$ cat config.mk
export PLATFORM = sky130hd
export DESIGN_NAME = alu_issue_ctrl_flat
export DESIGN_NICKNAME = d
export VERILOG_FILES = /design/src/rtl/alu_issue_ctrl_if.sv /design/src/rtl/alu_issue_ctrl.sv /design/src/flat_wrapper.sv
export SDC_FILE = /design/constraint.sdc
export NUM_CORES = 1
export LEC_CHECK = 0
export BUFFER_PORTS_ARGS = -buffer_cell sky130_fd_sc_hd__buf_2
export CAP_MARGIN = 0
export CORE_UTILIZATION = 38
export DETAILED_ROUTE_END_ITERATION = 8
export GPL_ROUTABILITY_DRIVEN = 0
export PLACE_DENSITY = 0.68
export SETUP_SLACK_MARGIN = 0.4
export SYNTH_ARGS = -nofsm -noshare
export SYNTH_HDL_FRONTEND = slang
export SYNTH_SLANG_ARGS = --single-unit
$ cat constraint.sdc
create_clock -name clk -period 3.4 [get_ports clk]
set_clock_uncertainty 0.15 [all_clocks]
set_input_delay 0.17 -clock clk [delete_from_list [all_inputs] [get_ports clk]]
set_output_delay 0.17 -clock clk [all_outputs]
set_load 0.02 [all_outputs]
$ cat src/rtl/alu_issue_ctrl_if.sv
// Request, ALU-side and result signals of alu_issue_ctrl.
// The controller takes the slave modport and the requester/ALU environment takes the master modport.
interface alu_issue_ctrl_if #(
  parameter int WIDTH = 32
);
  logic             in_valid;
  logic             in_ready;
  logic [WIDTH-1:0] in_a;
  logic [WIDTH-1:0] in_b;
  logic [2:0]       in_op;

  logic [WIDTH-1:0] alu_a;
  logic [WIDTH-1:0] alu_b;
  logic [2:0]       alu_s;
  logic             alu_reset;
  logic [WIDTH-1:0] alu_result;
  logic             alu_done;

  logic             out_valid;
  logic             out_ready;
  logic [WIDTH-1:0] out_data;
  logic [2:0]       out_op;
  logic             out_err;
  logic             busy;

  modport slave (
    input  in_valid, in_a, in_b, in_op, alu_result, alu_done, out_ready,
    output in_ready, alu_a, alu_b, alu_s, alu_reset, out_valid, out_data, out_op, out_err, busy
  );

  modport master (
    output in_valid, in_a, in_b, in_op, alu_result, alu_done, out_ready,
    input  in_ready, alu_a, alu_b, alu_s, alu_reset, out_valid, out_data, out_op, out_err, busy
  );
endinterface

$ cat src/rtl/alu_issue_ctrl.sv
// Issue sequencer in front of the 32-bit ALU: holds operands, restarts the mod unit, returns one registered result.
// Optional MOD_WAIT abort counter is enabled with `define ALU_ISSUE_TIMEOUT_EN.
module alu_issue_ctrl #(
  parameter int WIDTH       = 32,
  parameter int MOD_TIMEOUT = 64
) (
  input  logic              clk,
  input  logic              reset,
  alu_issue_ctrl_if.slave   bus
);

  typedef enum logic [2:0] {
    IDLE,
    COMB,
    MOD_START,
    MOD_WAIT,
    DONE
  } state_t;

  localparam logic [2:0] OP_MOD = 3'b111;

  state_t           state_q, state_d;
  logic [WIDTH-1:0] a_q, a_d;
  logic [WIDTH-1:0] b_q, b_d;
  logic [2:0]       s_q, s_d;
  logic [WIDTH-1:0] data_q, data_d;
  logic [2:0]       op_q, op_d;
  logic             settle_q, settle_d;
  logic             pulse_q, pulse_d;

`ifdef ALU_ISSUE_TIMEOUT_EN
  localparam int CW = (MOD_TIMEOUT < 2) ? 1 : $clog2(MOD_TIMEOUT + 1);
  localparam logic [CW-1:0] CNT_LAST = CW'(MOD_TIMEOUT - 1);
  logic [CW-1:0] cnt_q, cnt_d;
  logic          err_q, err_d;
`endif

  always_comb begin
    state_d  = state_q;
    a_d      = a_q;
    b_d      = b_q;
    s_d      = s_q;
    data_d   = data_q;
    op_d     = op_q;
    settle_d = 1'b0;
`ifdef ALU_ISSUE_TIMEOUT_EN
    cnt_d    = cnt_q;
    err_d    = err_q;
`endif
    case (state_q)
      IDLE: begin
        if (bus.in_valid) begin
          a_d     = bus.in_a;
          b_d     = bus.in_b;
          s_d     = bus.in_op;
          state_d = (bus.in_op == OP_MOD) ? MOD_START : COMB;
        end
      end
      COMB: begin
        // First cycle only lets the combinational ALU path settle.
        if (!settle_q) begin
          settle_d = 1'b1;
        end else begin
          data_d  = bus.alu_result;
          op_d    = s_q;
          state_d = DONE;
        end
      end
      MOD_START: begin
        state_d = MOD_WAIT;
`ifdef ALU_ISSUE_TIMEOUT_EN
        cnt_d   = '0;
`endif
      end
      MOD_WAIT: begin
        if (bus.alu_done) begin
          data_d  = bus.alu_result;
          op_d    = s_q;
          state_d = DONE;
`ifdef ALU_ISSUE_TIMEOUT_EN
          err_d   = 1'b0;
        end else if (cnt_q == CNT_LAST) begin
          data_d  = '0;
          op_d    = s_q;
          err_d   = 1'b1;
          state_d = DONE;
        end else begin
          cnt_d   = cnt_q + 1'b1;
`endif
        end
      end
      DONE: begin
        if (bus.out_ready) begin
          state_d = IDLE;
`ifdef ALU_ISSUE_TIMEOUT_EN
          err_d   = 1'b0;
`endif
        end
      end
      default: state_d = IDLE;
    endcase
    // Registered so the mod-unit reset pulse comes straight off a flop.
    pulse_d = (state_d == MOD_START);
  end

  always_ff @(posedge clk or posedge reset) begin
    if (reset) begin
      state_q  <= IDLE;
      a_q      <= '0;
      b_q      <= '0;
      s_q      <= '0;
      data_q   <= '0;
      op_q     <= '0;
      settle_q <= 1'b0;
      pulse_q  <= 1'b0;
    end else begin
      state_q  <= state_d;
      a_q      <= a_d;
      b_q      <= b_d;
      s_q      <= s_d;
      data_q   <= data_d;
      op_q     <= op_d;
      settle_q <= settle_d;
      pulse_q  <= pulse_d;
    end
  end

`ifdef ALU_ISSUE_TIMEOUT_EN
  always_ff @(posedge clk or posedge reset) begin
    if (reset) begin
      cnt_q <= '0;
      err_q <= 1'b0;
    end else begin
      cnt_q <= cnt_d;
      err_q <= err_d;
    end
  end
  assign bus.out_err = err_q;
`else
  assign bus.out_err = 1'b0;
`endif

  assign bus.in_ready  = (state_q == IDLE);
  assign bus.busy      = (state_q != IDLE);
  assign bus.out_valid = (state_q == DONE);
  assign bus.out_data  = data_q;
  assign bus.out_op    = op_q;
  assign bus.alu_a     = a_q;
  assign bus.alu_b     = b_q;
  assign bus.alu_s     = s_q;
  assign bus.alu_reset = reset | pulse_q;

endmodule

$ cat src/flat_wrapper.sv
// flat-port wrapper written by rule: the top's interface ports become plain ports
module alu_issue_ctrl_flat 
#(
  parameter int WIDTH       = 32,
  parameter int MOD_TIMEOUT = 64
)
  (clk, reset, bus_in_valid, bus_in_a, bus_in_b, bus_in_op, bus_alu_result, bus_alu_done, bus_out_ready, bus_in_ready, bus_alu_a, bus_alu_b, bus_alu_s, bus_alu_reset, bus_out_valid, bus_out_data, bus_out_op, bus_out_err, bus_busy);
  alu_issue_ctrl_if #(.WIDTH(WIDTH)) bus_i ();
  input  logic clk;
  input  logic reset;
  input wire logic [$bits(bus_i.in_valid)-1:0] bus_in_valid;
  input wire logic [$bits(bus_i.in_a)-1:0] bus_in_a;
  input wire logic [$bits(bus_i.in_b)-1:0] bus_in_b;
  input wire logic [$bits(bus_i.in_op)-1:0] bus_in_op;
  input wire logic [$bits(bus_i.alu_result)-1:0] bus_alu_result;
  input wire logic [$bits(bus_i.alu_done)-1:0] bus_alu_done;
  input wire logic [$bits(bus_i.out_ready)-1:0] bus_out_ready;
  output wire logic [$bits(bus_i.in_ready)-1:0] bus_in_ready;
  output wire logic [$bits(bus_i.alu_a)-1:0] bus_alu_a;
  output wire logic [$bits(bus_i.alu_b)-1:0] bus_alu_b;
  output wire logic [$bits(bus_i.alu_s)-1:0] bus_alu_s;
  output wire logic [$bits(bus_i.alu_reset)-1:0] bus_alu_reset;
  output wire logic [$bits(bus_i.out_valid)-1:0] bus_out_valid;
  output wire logic [$bits(bus_i.out_data)-1:0] bus_out_data;
  output wire logic [$bits(bus_i.out_op)-1:0] bus_out_op;
  output wire logic [$bits(bus_i.out_err)-1:0] bus_out_err;
  output wire logic [$bits(bus_i.busy)-1:0] bus_busy;
  assign bus_i.in_valid = bus_in_valid;
  assign bus_i.in_a = bus_in_a;
  assign bus_i.in_b = bus_in_b;
  assign bus_i.in_op = bus_in_op;
  assign bus_i.alu_result = bus_alu_result;
  assign bus_i.alu_done = bus_alu_done;
  assign bus_i.out_ready = bus_out_ready;
  assign bus_in_ready = bus_i.in_ready;
  assign bus_alu_a = bus_i.alu_a;
  assign bus_alu_b = bus_i.alu_b;
  assign bus_alu_s = bus_i.alu_s;
  assign bus_alu_reset = bus_i.alu_reset;
  assign bus_out_valid = bus_i.out_valid;
  assign bus_out_data = bus_i.out_data;
  assign bus_out_op = bus_i.out_op;
  assign bus_out_err = bus_i.out_err;
  assign bus_busy = bus_i.busy;
  alu_issue_ctrl #(.WIDTH(WIDTH), .MOD_TIMEOUT(MOD_TIMEOUT)) u_core (.clk(clk), .reset(reset), .bus(bus_i));
endmodule
==> results.txt, run 1 <==
----------------------------------------------------
[Critical path]
  Arrival time reported for the critical path endpoint ... 2.37 ns
  Worst path cell trace ... nor3_4 -> and2_4 -> buf_12 -> mux2_2
  CP peak stage delay ... 0.53 ns
  CP endpoint kind ... register
  Startpoint kind of the worst setup timing path ... register
  Critical Path Start ... u_core.state_q[1]$_DFF_PP0_
  CP required ... around 3.5 ns
  Type of the setup path with the least slack ... register to register
  Launch instance of the worst register-to-register path ... u_core.state_q[1]$_DFF_PP0_
  Largest fanout on the critical path ... 38
  Slowest-stage cell, CP ... sky130_fd_sc_hd__and2_4

[STA]
  Setup repair after global routing missed its margin ... no
  Count of endpoints failing hold in the final timing report ... 0
  Final-report max-slew violation count ... 0
  Ratio of final minimum period to clock period ... 0.6709
  Final min period ... between 2 and 2.5 ns
  Transition at the pin with the smallest max-transition slack ... between 0.9 and 1 ns
  Finish-stage setup viols ... 0
  Max Clk Rate ... 438.4 MHz
  Final-layout setup total negative slack ... 0 ns
  Slew headroom ... 0.3470

[Global routing]
  GR Layer Usage met1 ... 0.2148
  Fraction of met2 tracks used by global routing ... 0.3333
  Global-route congestion overflow total ... 0
  First-pass GRT wire length ... around 16000 um
  Met3 global-route usage ... 0.04056
  Number of antenna violations at the first check in global routing ... 0
  Total Routing Usage GR ... 0.1835
  Largest net degree at the start of global routing ... 46
  Global route hottest layer ... met2
  Via count of the first global-routing pass ... ~3400

[Logic synthesis]
  Number of flops mapped to enable cells by yosys ... 0
  Syn Nets ... 348
  Post-Syn Area per Cell ... around 17 sq um
  Gate Count Post-Synth ... approximately 240
  Synth Flop Type ... sky130_fd_sc_hd__dfrtp_1
  Yosys synthesis warning count ... 0
  Count of unique library cells instantiated by Yosys ... 24
  Number of synthesized register bits ... 107
  Combined area of all synthesized cells ... 4234 sq um
  Share of synthesized flip-flops with an asynchronous set or reset ... 1.000
  Seq/Total Area, Yosys ... 0.6324

[Detailed routing]
  Initial DRT Pass Iterations ... 4
  Count of unresolved DRC violations after routing ... 0
  Average via count per standard cell ... 4.486
  Number of vias in the routed layout ... 3136
  Post-detailed-route wirelength per cell ... 14.75 um
  Routed wire length ... 10310 um
  Post-route ant nets ... 0
  DRC violation total after the first TritonRoute iteration ... 80

[Power]
  Clock Power Share ... 0.123
  Combinational fraction of design power ... 0.504
  Largest voltage drop on the vdd net ... 0.4163 mV
  Reg power frac ... 0.373
  Standby leakage power ... roughly 0.0032 uW
  Ratio of total power to cell area ... 927.1 nW/um^2
  Net load switching power ... 2383 uW
  Internal portion of total power ... 3696 uW
  Sw Ratio ... 0.3920

[Clocking]
  Count of buffers added by post-CTS timing repair for setup ... 0
  Clock buffers created by TritonCTS ... 9
  H-tree depth ... 3
  Clock transition at the registers of the reported paths ... 0.09 ns
  Clock root cell ... sky130_fd_sc_hd__clkbuf_8
  TritonCTS clock tree ... yes
  Number of buffers inserted for hold repair after clock tree synthesis ... 102
  Max clock buf depth ... 2
  Gates resized, CTS repair ... 0
  Clock Sink Count ... 107
  Worst-skew pair later-pin latency ... approximately 0.35 ns

[Placement]
  IO Port Bufs ... 209
  Post-detail-place hpwl ... 6221 um
  Post-detailed-placement cell area ... roughly 5400 sq um

[Die]
  IO Pins ... 211
  Core region area ... 10840 sq um
  Std-Cell Rows ... 38
  Initial core utilization ... 0.3906
  Die Ht ... around 110 um
  Die extent in x ... 107.6 um
  Total die area ... 11570 sq um

[Finish]
  Area growth from synthesis to layout ... 54.88%
  Total Nets Final ... 661
  Fraction of layout instances using a drive strength above 1 ... 0.5957
  Number of antenna cells inserted ... 0
  Final Cell Area ... 6558 sq um

[Job]
  Max-cap viol count ... 0

[Outcome]
  Run status ... completed

[Min path]
  Hold Path Class ... input pin to register
  Hold path startpoint ... bus_alu_done

----------------------------------------------------
[Yosys cell counts (2+ instances only)]
cell                      number  area [sq um]
sky130_fd_sc_hd__mux2_2       73         822.0
sky130_fd_sc_hd__buf_4         5         37.54
sky130_fd_sc_hd__nor3b_1       2         15.01
sky130_fd_sc_hd__inv_1         3         11.26
sky130_fd_sc_hd__mux2_4       29         435.4
sky130_fd_sc_hd__dfrtp_1     107          2678
sky130_fd_sc_hd__buf_12        4         80.08
sky130_fd_sc_hd__buf_6         4         45.04
sky130_fd_sc_hd__nand2_1       2         7.510
[placed cells by master, fill, tap and decap left out, drive strengths merged]
master | synthesis | layout
buf | 13 | 213
dfrtp | 107 | 107
dlygate4sd3 | 0 | 102
mux2 | 102 | 102
clkbuf | 0 | 9
clkinvlp | 0 | 3
inv | 3 | 3
nor3b | 2 | 2
nand2 | 2 | 2
nor3 | 2 | 2
nor2 | 2 | 2
and2 | 1 | 1
nand2b | 1 | 1
mux2i | 1 | 1
nand3 | 1 | 1
a21oi | 1 | 1
o2bb2ai | 1 | 1
a21o | 1 | 1
nand3b | 1 | 1
o21ai | 1 | 1
or2 | 1 | 1
conb | 1 | 1
bufinv | 0 | 1
[worst max-delay path: cells and delay by family (launching register included)]
kind,cells,cell delay (ns)
muxes,1,0.38
and+or+nand+nor,2,0.80
buffers and inverters,1,0.30
DFF,1,0.49
[cell families after synthesis]
family                 synth area share
AOI/OAI and AO/OA              0.006204
buffers and inverters           0.04108
DFF                              0.6324
muxes                            0.2994
other                         0.0008857
and+or+nand+nor                 0.02010
[state kept, by name (all words and copies together), names as in the netlist]
name and cells:
u_core.bus.alu_a 32, u_core.bus.alu_b 32, u_core.bus.alu_s 3, u_core.bus.out_data 32, u_core.bus.out_op 3, u_core.pulse_q 1, u_core.settle_q 1, u_core.state_q 3
[metrics by stage]
stage,hold WS [ns],setup slack [ns],power (uW),std cells,util
global route,0.04075,1.021,6434,699,0.6049
CTS,0.005632,1.128,6111,699,0.6049
finish,0.03362,1.119,6079,699,0.6049
floorplan,0.1681,1.477,4414,244,-
detailed placement,0.2554,1.134,5261,584,0.4943
global placement,0.2514,1.211,5178,584,0.4943
[area by class of cell]
class / instances / area (sq um)
timing repair buffer: 315 / 2122
fill: 845 / 4283
sequential: 107 / 2678
inverter: 3 / 15.01
clock inverter: 4 / 53.80
clock buffer: 9 / 123.9
multi-input combinational: 121 / 1390
tap: 140 / 175.2
[per-layer routing]
layer  wire length [um]  up-vias
met5                  0        -
met3                678       11
met4                125        0
met1               4167     1536
met2               5339      125
li1                   -     1464
[power groups by stage]
stage          registers (uW)  clock network (uW)  logic, uW
6_report                 2270                 747       3060
5_1_grt                  2350                 825       3260
4_1_cts                  2260                 775       3080
3_5_place_dp             2280                   0       2980
3_3_place_gp             2250                   0       2930
2_1_floorplan            3050                   0       1370
[final timing paths]
path / end / slack (ns) / cells after the start
min in group asynchronous: u_core.bus.out_data[16]$_DFFE_PP0P_ / 0.45 / 3
min reg2reg: u_core.settle_q$_DFF_PP0_ / 0.35 / 1
min: u_core.state_q[1]$_DFF_PP0_ / 0.03 / 4
max reg2reg: u_core.bus.alu_b[28]$_DFFE_PP0P_ / 1.12 / 4
max: u_core.bus.alu_b[28]$_DFFE_PP0P_ / 1.12 / 4
max in group asynchronous: u_core.bus.alu_a[10]$_DFFE_PP0P_ / 1.84 / 4
Note: power is estimated with default switching activity, not from simulation.
==> run 2, diff against run 1 <==
--- a/config.mk
+++ b/config.mk
@@ -5,12 +5,13 @@
 export SDC_FILE = /design/constraint.sdc
 export NUM_CORES = 1
 export LEC_CHECK = 0
+export ABC_AREA = 1
 export BUFFER_PORTS_ARGS = -buffer_cell sky130_fd_sc_hd__buf_2
 export CAP_MARGIN = 0
 export CORE_UTILIZATION = 38
 export DETAILED_ROUTE_END_ITERATION = 8
 export GPL_ROUTABILITY_DRIVEN = 0
-export PLACE_DENSITY = 0.68
+export PLACE_DENSITY = 0.69
 export SETUP_SLACK_MARGIN = 0.4
 export SYNTH_ARGS = -nofsm -noshare
 export SYNTH_HDL_FRONTEND = slang
==> constraint.sdc (replaced) <==
create_clock -name clk -period 2.1 [get_ports clk]
set_clock_uncertainty 0.15 [all_clocks]
set_input_delay 0.105 -clock clk [delete_from_list [all_inputs] [get_ports clk]]
set_output_delay 0.105 -clock clk [all_outputs]
set_load 0.02 [all_outputs]
==> results.txt, run 2 <==
----------------------------------------------------
[STA]
  Count of endpoints failing hold in the final timing report ... 0 (unchanged)
  Ratio of final minimum period to clock period ... 0.7916 (+0.1206)
  Transition at the pin with the smallest max-transition slack ... 0.5555 ns (-0.4219 ns)
  Setup repair after global routing missed its margin ... yes
  Finish-stage setup viols ... 0 (unchanged)
  Final min period ... 1.662 ns (-0.6188 ns)
  Slew headroom ... 0.6297 (+0.2826)
  Final-layout setup total negative slack ... 0 ns (unchanged)
  Max Clk Rate ... 601.6 MHz (+37%)
  Final-report max-slew violation count ... 0 (unchanged)

[Logic synthesis]
  Combined area of all synthesized cells ... 4172 sq um (-1.5%)
  Dominant cells by area after synthesis ... sky130_fd_sc_hd__dfrtp_1, sky130_fd_sc_hd__nand2_1, sky130_fd_sc_hd__nand3_1, sky130_fd_sc_hd__buf_6, sky130_fd_sc_hd__buf_2
  Synthesized-area fraction occupied by and/or/nand/nor cells ... 0.3131 (+0.2930)
  Number of flops mapped to enable cells by yosys ... 0 (unchanged)
  Seq/Total Area, Yosys ... 0.6419 (+0.009484)
  Most instantiated cells after synthesis ... sky130_fd_sc_hd__nand2_1, sky130_fd_sc_hd__dfrtp_1, sky130_fd_sc_hd__nand3_1
  Arithmetic-cell share of the synthesized area counting full adders, half adders and majority gates ... 0 (unchanged)
  Top cell type by total area after synthesis ... sky130_fd_sc_hd__dfrtp_1
  Syn Nets ... 571 (+64%)
  Post-Syn Area per Cell ... 8.933 sq um (-49%)
  Gate Count Post-Synth ... 467 (+91%)
  Synth Area in Compound Gates ... 0.001200 (-0.005006)
  Share of cell area taken by muxes after synthesis ... 0 (-0.2993)
  Share of synthesized flip-flops with an asynchronous set or reset ... 1.000 (unchanged)
  Share of the synthesized area in the top cell type ... 0.6419 (+0.009484)
  Synth Flop Type ... sky130_fd_sc_hd__dfrtp_1
  Count of unique library cells instantiated by Yosys ... 19 (-21%)
  Yosys synthesis warning count ... 0 (unchanged)
  Count leader, synth ... sky130_fd_sc_hd__nand2_1
  Post-Synth XOR/XNOR Area ... 0 (unchanged)
  Number of synthesized register bits ... 107 (unchanged)
  Dominant combinational cell family by area after synthesis ... simple AND/OR/NAND/NOR gates

[Detailed routing]
  Number of vias in the routed layout ... 4231 (+35%)
  Routed wire length ... 12150 um (+18%)
  Count of unresolved DRC violations after routing ... 0 (unchanged)
  Average via count per standard cell ... 4.639 (+3.4%)
  Post-detailed-route wirelength per cell ... 13.32 um (-9.7%)
  DRC violation total after the first TritonRoute iteration ... 330 (+310%)
  Post-route ant nets ... 0 (unchanged)
  Initial DRT Pass Iterations ... 5 (+1)

[Power]
  Clock Power Share ... 0.131 (+0.008)
  Reg power frac ... 0.382 (+0.009)
  Sw Ratio ... 0.4487 (+0.05670)
  Combinational fraction of design power ... 0.487 (-0.017)
  Ratio of total power to cell area ... 1434 nW/um^2 (+55%)
  Largest voltage drop on the vdd net ... 0.9581 mV (+130%)
  Standby leakage power ... 0.003742 uW (+17%)
  Net load switching power ... 4227 uW (+77%)
  Internal portion of total power ... 5193 uW (+40%)

[Die]
  Die Ht ... 106.8 um (-0.73%)
  Die extent in x ... 106.8 um (-0.73%)
  Core region area ... 10460 sq um (-3.5%)
  Initial core utilization ... 0.3987 (+0.008127)
  Std-Cell Rows ... 37 (-2.6%)
  Total die area ... 11400 sq um (-1.4%)
  IO Pins ... 211 (unchanged)

[Critical path]
  Path depth of the worst reg2reg path ... 5 (+1)
  Reg-to-reg setup timing slack ... 0.44 ns (-0.68 ns)
  Largest fanout on the critical path ... 24 (-37%)
  CP required ... 2.21 ns (-1.28 ns)
  Reg-to-reg critical path endpoint ... u_core.bus.out_data[18]$_DFFE_PP0P_
  Type of the setup path with the least slack ... register to register
  Arrival time reported for the critical path endpoint ... 1.77 ns (-0.60 ns)
  Launch instance of the worst register-to-register path ... u_core.state_q[1]$_DFF_PP0_
  CP endpoint kind ... register
  Startpoint kind of the worst setup timing path ... register

[Min path]
  Hold path startpoint ... bus_in_valid
  Hold Path Class ... input pin to register
  Terminating pin of the worst hold path ... u_core.bus.alu_b[25]$_DFFE_PP0P_
  Number of cells on the worst hold path ... 5 (+1)

[Finish]
  Most used cells in the layout excluding fill and tap cells ... sky130_fd_sc_hd__nand2_1, sky130_fd_sc_hd__buf_2, sky130_fd_sc_hd__dfrtp_1
  Fraction of layout instances using a drive strength above 1 ... 0.3080 (-0.2877)
  Utilization of the core after routing ... 0.6280 (+0.02304)
  Most common library cell in the layout ignoring fill and taps ... sky130_fd_sc_hd__nand2_1
  Total Nets Final ... 875 (+32%)
  Number of antenna cells inserted ... 0 (unchanged)
  Area growth from synthesis to layout ... 57.50%

[Global routing]
  First-pass GRT wire length ... 19400 um (+19%)
  Via count of the first global-routing pass ... 4206 (+24%)
  Total Routing Usage GR ... 0.2157 (+0.03219)
  Number of antenna violations at the first check in global routing ... 0 (unchanged)
  Global-route congestion overflow total ... 0 (unchanged)
  Largest net degree at the start of global routing ... 108 (+130%)

[Clocking]
  TritonCTS clock tree ... yes
  Clock transition at the registers of the reported paths ... 0.10 ns (about the same)
  H-tree depth ... 3 (unchanged)
  Clock buffers created by TritonCTS ... 9 (unchanged)
  Max clock buf depth ... 2 (unchanged)
  Clock Sink Count ... 107 (unchanged)
  Worst-skew pair later-pin latency ... 0.36 ns (about the same)
  Clock root cell ... sky130_fd_sc_hd__clkbuf_8

[Job]
  Max-cap viol count ... 0 (unchanged)

[Placement]
  IO Port Bufs ... 209 (unchanged)
  Post-detail-place hpwl ... 7293 um (+17%)

[Outcome]
  Run status ... completed

----------------------------------------------------
-- run 2: changes by cell type after synthesis, sizes merged, moves of 2 or more --
| cell | delta |
|---|---|
| clkbuf | +8 |
| nor3 | -2 |
| mux2 | -102 |
| nand2 | +278 |
| buf | +3 |
| nand3 | +38 |
| inv | +6 |
-- run 2: logic make-up (layout without fill, tap and decap cells) --
| group | after synthesis | after routing |
|---|---|---|
| AOI/OAI and AO/OA | 1 | 1 |
| buffers and inverters | 33 | 342 |
| DFF | 107 | 107 |
| other | 1 | 1 |
| and+or+nand+nor | 325 | 325 |
-- run 2: how the worst max path moves through the flow --
stage / endpoint / slack [ns] / startpoint / cells after the start
finish: u_core.bus.out_data[18]$_DFFE_PP0P_ / 0.44 / u_core.state_q[1]$_DFF_PP0_ / 5
global route: u_core.bus.out_data[29]$_DFFE_PP0P_ / 0.32 / u_core.state_q[1]$_DFF_PP0_ / 5
CTS: u_core.bus.out_data[19]$_DFFE_PP0P_ / 0.42 / u_core.state_q[1]$_DFF_PP0_ / 6
detailed placement: u_core.bus.out_data[19]$_DFFE_PP0P_ / 0.43 / u_core.state_q[1]$_DFF_PP0_ / 6
global placement: u_core.bus.out_data[2]$_DFFE_PP0P_ / 0.48 / u_core.state_q[1]$_DFF_PP0_ / 6
floorplan: u_core.bus.alu_a[0]$_DFFE_PP0P_ / 0.56 / reset / 1
-- run 2: per-stage QoR --
stage / worst slack (ns) / cells / instance area (sq um) / hold slack (ns) / total power, uW
2_1_floorplan: 0.5575 / 467 / 4175 / 0.06462 / 6493
3_3_place_gp: 0.4812 / 794 / 5341 / 0.1479 / 7918
3_5_place_dp: 0.4340 / 794 / 5341 / 0.1543 / 8031
4_1_cts: 0.4150 / 912 / 6554 / 0.1533 / 9434
5_1_grt: 0.3249 / 912 / 6570 / 0.1062 / 10100
6_report: 0.4377 / 912 / 6570 / 0.09255 / 9419
-- run 2: timing repair --
action / CTS / global route
gates resized for setup: 0 / 4
endpoints found under the setup margin: 0 / 86
hold buffers: 102 / 0
setup buffers: 0 / 0
hold endpoints to repair: 210 / 0
-- run 2: layout make-up --
cell class,count,area [sq um]
multi-input cells,327,1329
flip-flops and latches,107,2678
inverters,9,40.04
clock buffers,10,127.6
repair buffers,317,2162
fillers,853,3892
well taps,136,170.2
clock inverters,6,63.81
-- run 2: worst max-delay path: stages, from the launching register on --
cell	delay [ns]
sky130_fd_sc_hd__dfrtp_1	0.43
sky130_fd_sc_hd__nor2_4	0.17
sky130_fd_sc_hd__nand3_2	0.30
sky130_fd_sc_hd__buf_4	0.35
sky130_fd_sc_hd__nand3_1	0.10
sky130_fd_sc_hd__nand2_1	0.07
-- run 2: power by group through the flow --
| stage | logic, uW | clock network [uW] | registers (uW) |
|---|---|---|---|
| after floorplan | 1750 | 0 | 4750 |
| after global placement | 4340 | 0 | 3580 |
| final | 4590 | 1240 | 3600 |
| after detailed placement | 4430 | 0 | 3600 |
| after global routing | 5040 | 1360 | 3700 |
| after CTS | 4570 | 1270 | 3590 |
-- run 2: metal layers --
metal / track usage / vias to the layer above / part of all wire / wire length, um
li1: - / 2028 / - / -
met1: 0.2546 / 1979 / 0.40 / 4910
met5: 0 / - / 0 / 0
met4: 0.09198 / 0 / 0.025 / 304
met3: 0.04377 / 30 / 0.067 / 813
met2: 0.3802 / 194 / 0.50 / 6116
==> run 3, diff against run 2 <==
--- a/config.mk
+++ b/config.mk
@@ -11,7 +11,7 @@
 export CORE_UTILIZATION = 38
 export DETAILED_ROUTE_END_ITERATION = 8
 export GPL_ROUTABILITY_DRIVEN = 0
-export PLACE_DENSITY = 0.69
+export PLACE_DENSITY = 0.71
 export SETUP_SLACK_MARGIN = 0.4
 export SYNTH_ARGS = -nofsm -noshare
 export SYNTH_HDL_FRONTEND = slang
==> constraint.sdc (replaced) <==
create_clock -name clk -period 1.5 [get_ports clk]
set_clock_uncertainty 0.15 [all_clocks]
set_input_delay 0.075 -clock clk [delete_from_list [all_inputs] [get_ports clk]]
set_output_delay 0.075 -clock clk [all_outputs]
set_load 0.02 [all_outputs]
==> results.txt, run 3 (synthesis gave the netlist of run 2 again) <==
----------------------------------------------------
[Job]
  Max-cap viol count ... 0 (unchanged)

[Critical path]
  CP peak stage delay ... 0.42 ns (about the same)
  Reg-to-reg setup timing slack ... -0.12 ns (-0.55 ns)
  Arrival time reported for the critical path endpoint ... 1.75 ns (-0.02 ns)
  Startpoint kind of the worst setup timing path ... register
  Number of logic stages on the critical path including buffering ... 7 (+2)
  WP buf/inv ... 2 (+1)
  Type of the setup path with the least slack ... register to register
  Largest delay contributor family on the critical path ... simple AND/OR/NAND/NOR gates
  Slowest-stage cell, CP ... sky130_fd_sc_hd__dfrtp_1
  Path depth of the worst reg2reg path ... 7 (+2)
  CP endpoint kind ... register
  Largest fanout on the critical path ... 5 (-79%)
  CP required ... 1.64 ns (-0.57 ns)
  Worst path cell trace ... nor2_4 -> nand3_4 -> buf_12 -> buf_12 -> nand2_8 -> nand2_2 -> nand2_2

[Finish]
  Fraction of layout instances using a drive strength above 1 ... 0.5293 (+0.2214)
  Total Nets Final ... 987 (+13%)
  Area growth from synthesis to layout ... 119.9%
  Most used cells in the layout excluding fill and tap cells ... sky130_fd_sc_hd__nand2_1, sky130_fd_sc_hd__buf_6, sky130_fd_sc_hd__dfrtp_1
  Number of fill cells in the layout ... 451 (-47%)
  Most common library cell in the layout ignoring fill and taps ... sky130_fd_sc_hd__nand2_1
  Post-route non-filler standard cell count ... 1023 (+12%)

[STA]
  Ratio of final minimum period to clock period ... 1.078 (+0.2860)
  Final min period ... 1.616 ns (-0.04597 ns)
  Setup repair after global routing missed its margin ... yes
  Max Clk Rate ... 618.7 MHz (+2.8%)
  Post-layout worst setup margin ... -0.1163 ns (-0.5540 ns)
  Final-report max-slew violation count ... 0 (unchanged)
  Final-layout setup total negative slack ... -5.256 ns (-5.256 ns)
  Tightest hold margin ... -0.1122 ns (-0.2047 ns)
  Finish-stage setup viols ... 102 (+102)
  Count of endpoints failing hold in the final timing report ... 2 (+2)

[Clocking]
  Clock Sink Count ... 107 (unchanged)
  Clock buffers created by TritonCTS ... 9 (unchanged)
  Clock transition at the registers of the reported paths ... 0.10 ns (about the same)
  Clock root cell ... sky130_fd_sc_hd__clkbuf_8
  Max clock buf depth ... 2 (unchanged)
  H-tree depth ... 3 (unchanged)
  Worst-skew pair later-pin latency ... 0.35 ns (about the same)
  Number of buffers inserted for hold repair after clock tree synthesis ... 101 (-0.98%)
  TritonCTS clock tree ... yes

[Die]
  Initial core utilization ... 0.3987 (unchanged)
  Total die area ... 11400 sq um (unchanged)
  IO Pins ... 211 (unchanged)
  Core region area ... 10460 sq um (unchanged)
  Die Ht ... 106.8 um (unchanged)
  Die extent in x ... 106.8 um (unchanged)
  Std-Cell Rows ... 37 (unchanged)

[Power]
  Ratio of total power to cell area ... 2248 nW/um^2 (+57%)
  Sw Ratio ... 0.4240 (-0.02470)
  Clock Power Share ... 0.093 (-0.038)
  Net load switching power ... 8744 uW (+110%)
  Reg power frac ... 0.269 (-0.113)
  Internal portion of total power ... 11880 uW (+130%)
  Combinational fraction of design power ... 0.637 (+0.150)
  Standby leakage power ... 0.004911 uW (+31%)
  Largest voltage drop on the vdd net ... 1.210 mV (+26%)

[Global routing]
  Largest net degree at the start of global routing ... 68 (-37%)
  Global-route congestion overflow total ... 0 (unchanged)
  Number of antenna violations at the first check in global routing ... 1 (+1)
  Via count of the first global-routing pass ... 5374 (+28%)
  Total Routing Usage GR ... 0.3169 (+0.1012)
  First-pass GRT wire length ... 27350 um (+41%)

[Outcome]
  Violations in the final reports ... negative hold slack, negative setup slack
  Run status ... finished, violations left

[Detailed routing]
  Count of unresolved DRC violations after routing ... 0 (unchanged)
  Average via count per standard cell ... 5.229 (+13%)
  DRC violation total after the first TritonRoute iteration ... 378 (+15%)
  Number of vias in the routed layout ... 5349 (+26%)
  Routed wire length ... 21870 um (+80%)
  Post-route ant nets ... 0 (unchanged)
  Initial DRT Pass Iterations ... 5 (unchanged)
  Post-detailed-route wirelength per cell ... 21.38 um (+61%)

[Placement]
  Number of cells after detailed placement ... 798 (+0.50%)
  IO Port Bufs ... 209 (unchanged)
  Post-detail-place hpwl ... 7492 um (+2.7%)
  Pre-CTS setup slack ... -0.006377 ns (-0.4404 ns)

[Min path]
  Number of cells on the worst hold path ... 4 (-1)
  Hold Path Class ... input pin to register

----------------------------------------------------
==> run 3: power groups by stage <==
stage,registers (uW),clock network (uW),logic (uW)
finish,5550,1930,13100
global route,5610,2040,13800
detailed placement,5070,0,6340
floorplan,6660,0,2780
CTS,5320,1900,10800
global placement,5030,0,6180
==> run 3: per-stage QoR <==
stage | hold slack (ns) | utilization | instance area, sq um | power (uW)
after global routing | -0.08032 | 0.8768 | 9174 | 21420
after detailed placement | 0.07575 | 0.5177 | 5416 | 11410
after floorplan | 0.03462 | - | 4333 | 9434
after CTS | -0.1227 | 0.8087 | 8461 | 17970
after global placement | 0.07042 | 0.5177 | 5416 | 11210
final | -0.1122 | 0.8768 | 9174 | 20620
==> run 3: metal layers <==
metal / up-vias / part of all wire / GRT usage
li1: 2268 / - / -
met3: 113 / 0.087 / 0.07112
met5: - / 0 / 0
met4: 0 / 0.061 / 0.1654
met1: 2587 / 0.33 / 0.3489
met2: 381 / 0.52 / 0.5687
==> run 3: final cells by class <==
type	count	area, sq um	share of cell area
Inverter	9	45.04	0.004910
Sequential cell	107	2678	0.2919
Tap cell	136	170.2	0.01855
Timing Repair Buffer	424	4158	0.4532
Antenna cell	1	2.502	0.0002728
Clock buffer	10	127.6	0.01391
Clock inverter	4	76.32	0.008320
Multi-Input combinational cell	332	1917	0.2089
==> run 3: timing repair <==
item,CTS,global route
endpoints found under the hold margin,210,1
gates cloned,18,4
endpoints found under the setup margin,212,232
pin swaps,31,35
resized for setup,314,83
buffers inserted,47,40
==> run 3: final timing paths <==
check | start | end
max | u_core.state_q[1]$_DFF_PP0_ | u_core.bus.out_data[8]$_DFFE_PP0P_
min | bus_alu_done | u_core.state_q[1]$_DFF_PP0_
max reg2reg | u_core.state_q[1]$_DFF_PP0_ | u_core.bus.out_data[8]$_DFFE_PP0P_
min reg2reg | u_core.bus.alu_a[6]$_DFFE_PP0P_ | u_core.bus.alu_a[6]$_DFFE_PP0P_
max in group asynchronous | reset | u_core.bus.alu_a[15]$_DFFE_PP0P_
min in group asynchronous | reset | u_core.bus.alu_b[17]$_DFFE_PP0P_
==> run 3: worst min-delay path: cells and delay by family <==
kind	cells	cell delay (ns)
buffers and inverters	1	0.08
and+or+nand+nor	2	0.15
AOI/OAI and AO/OA	1	0.06
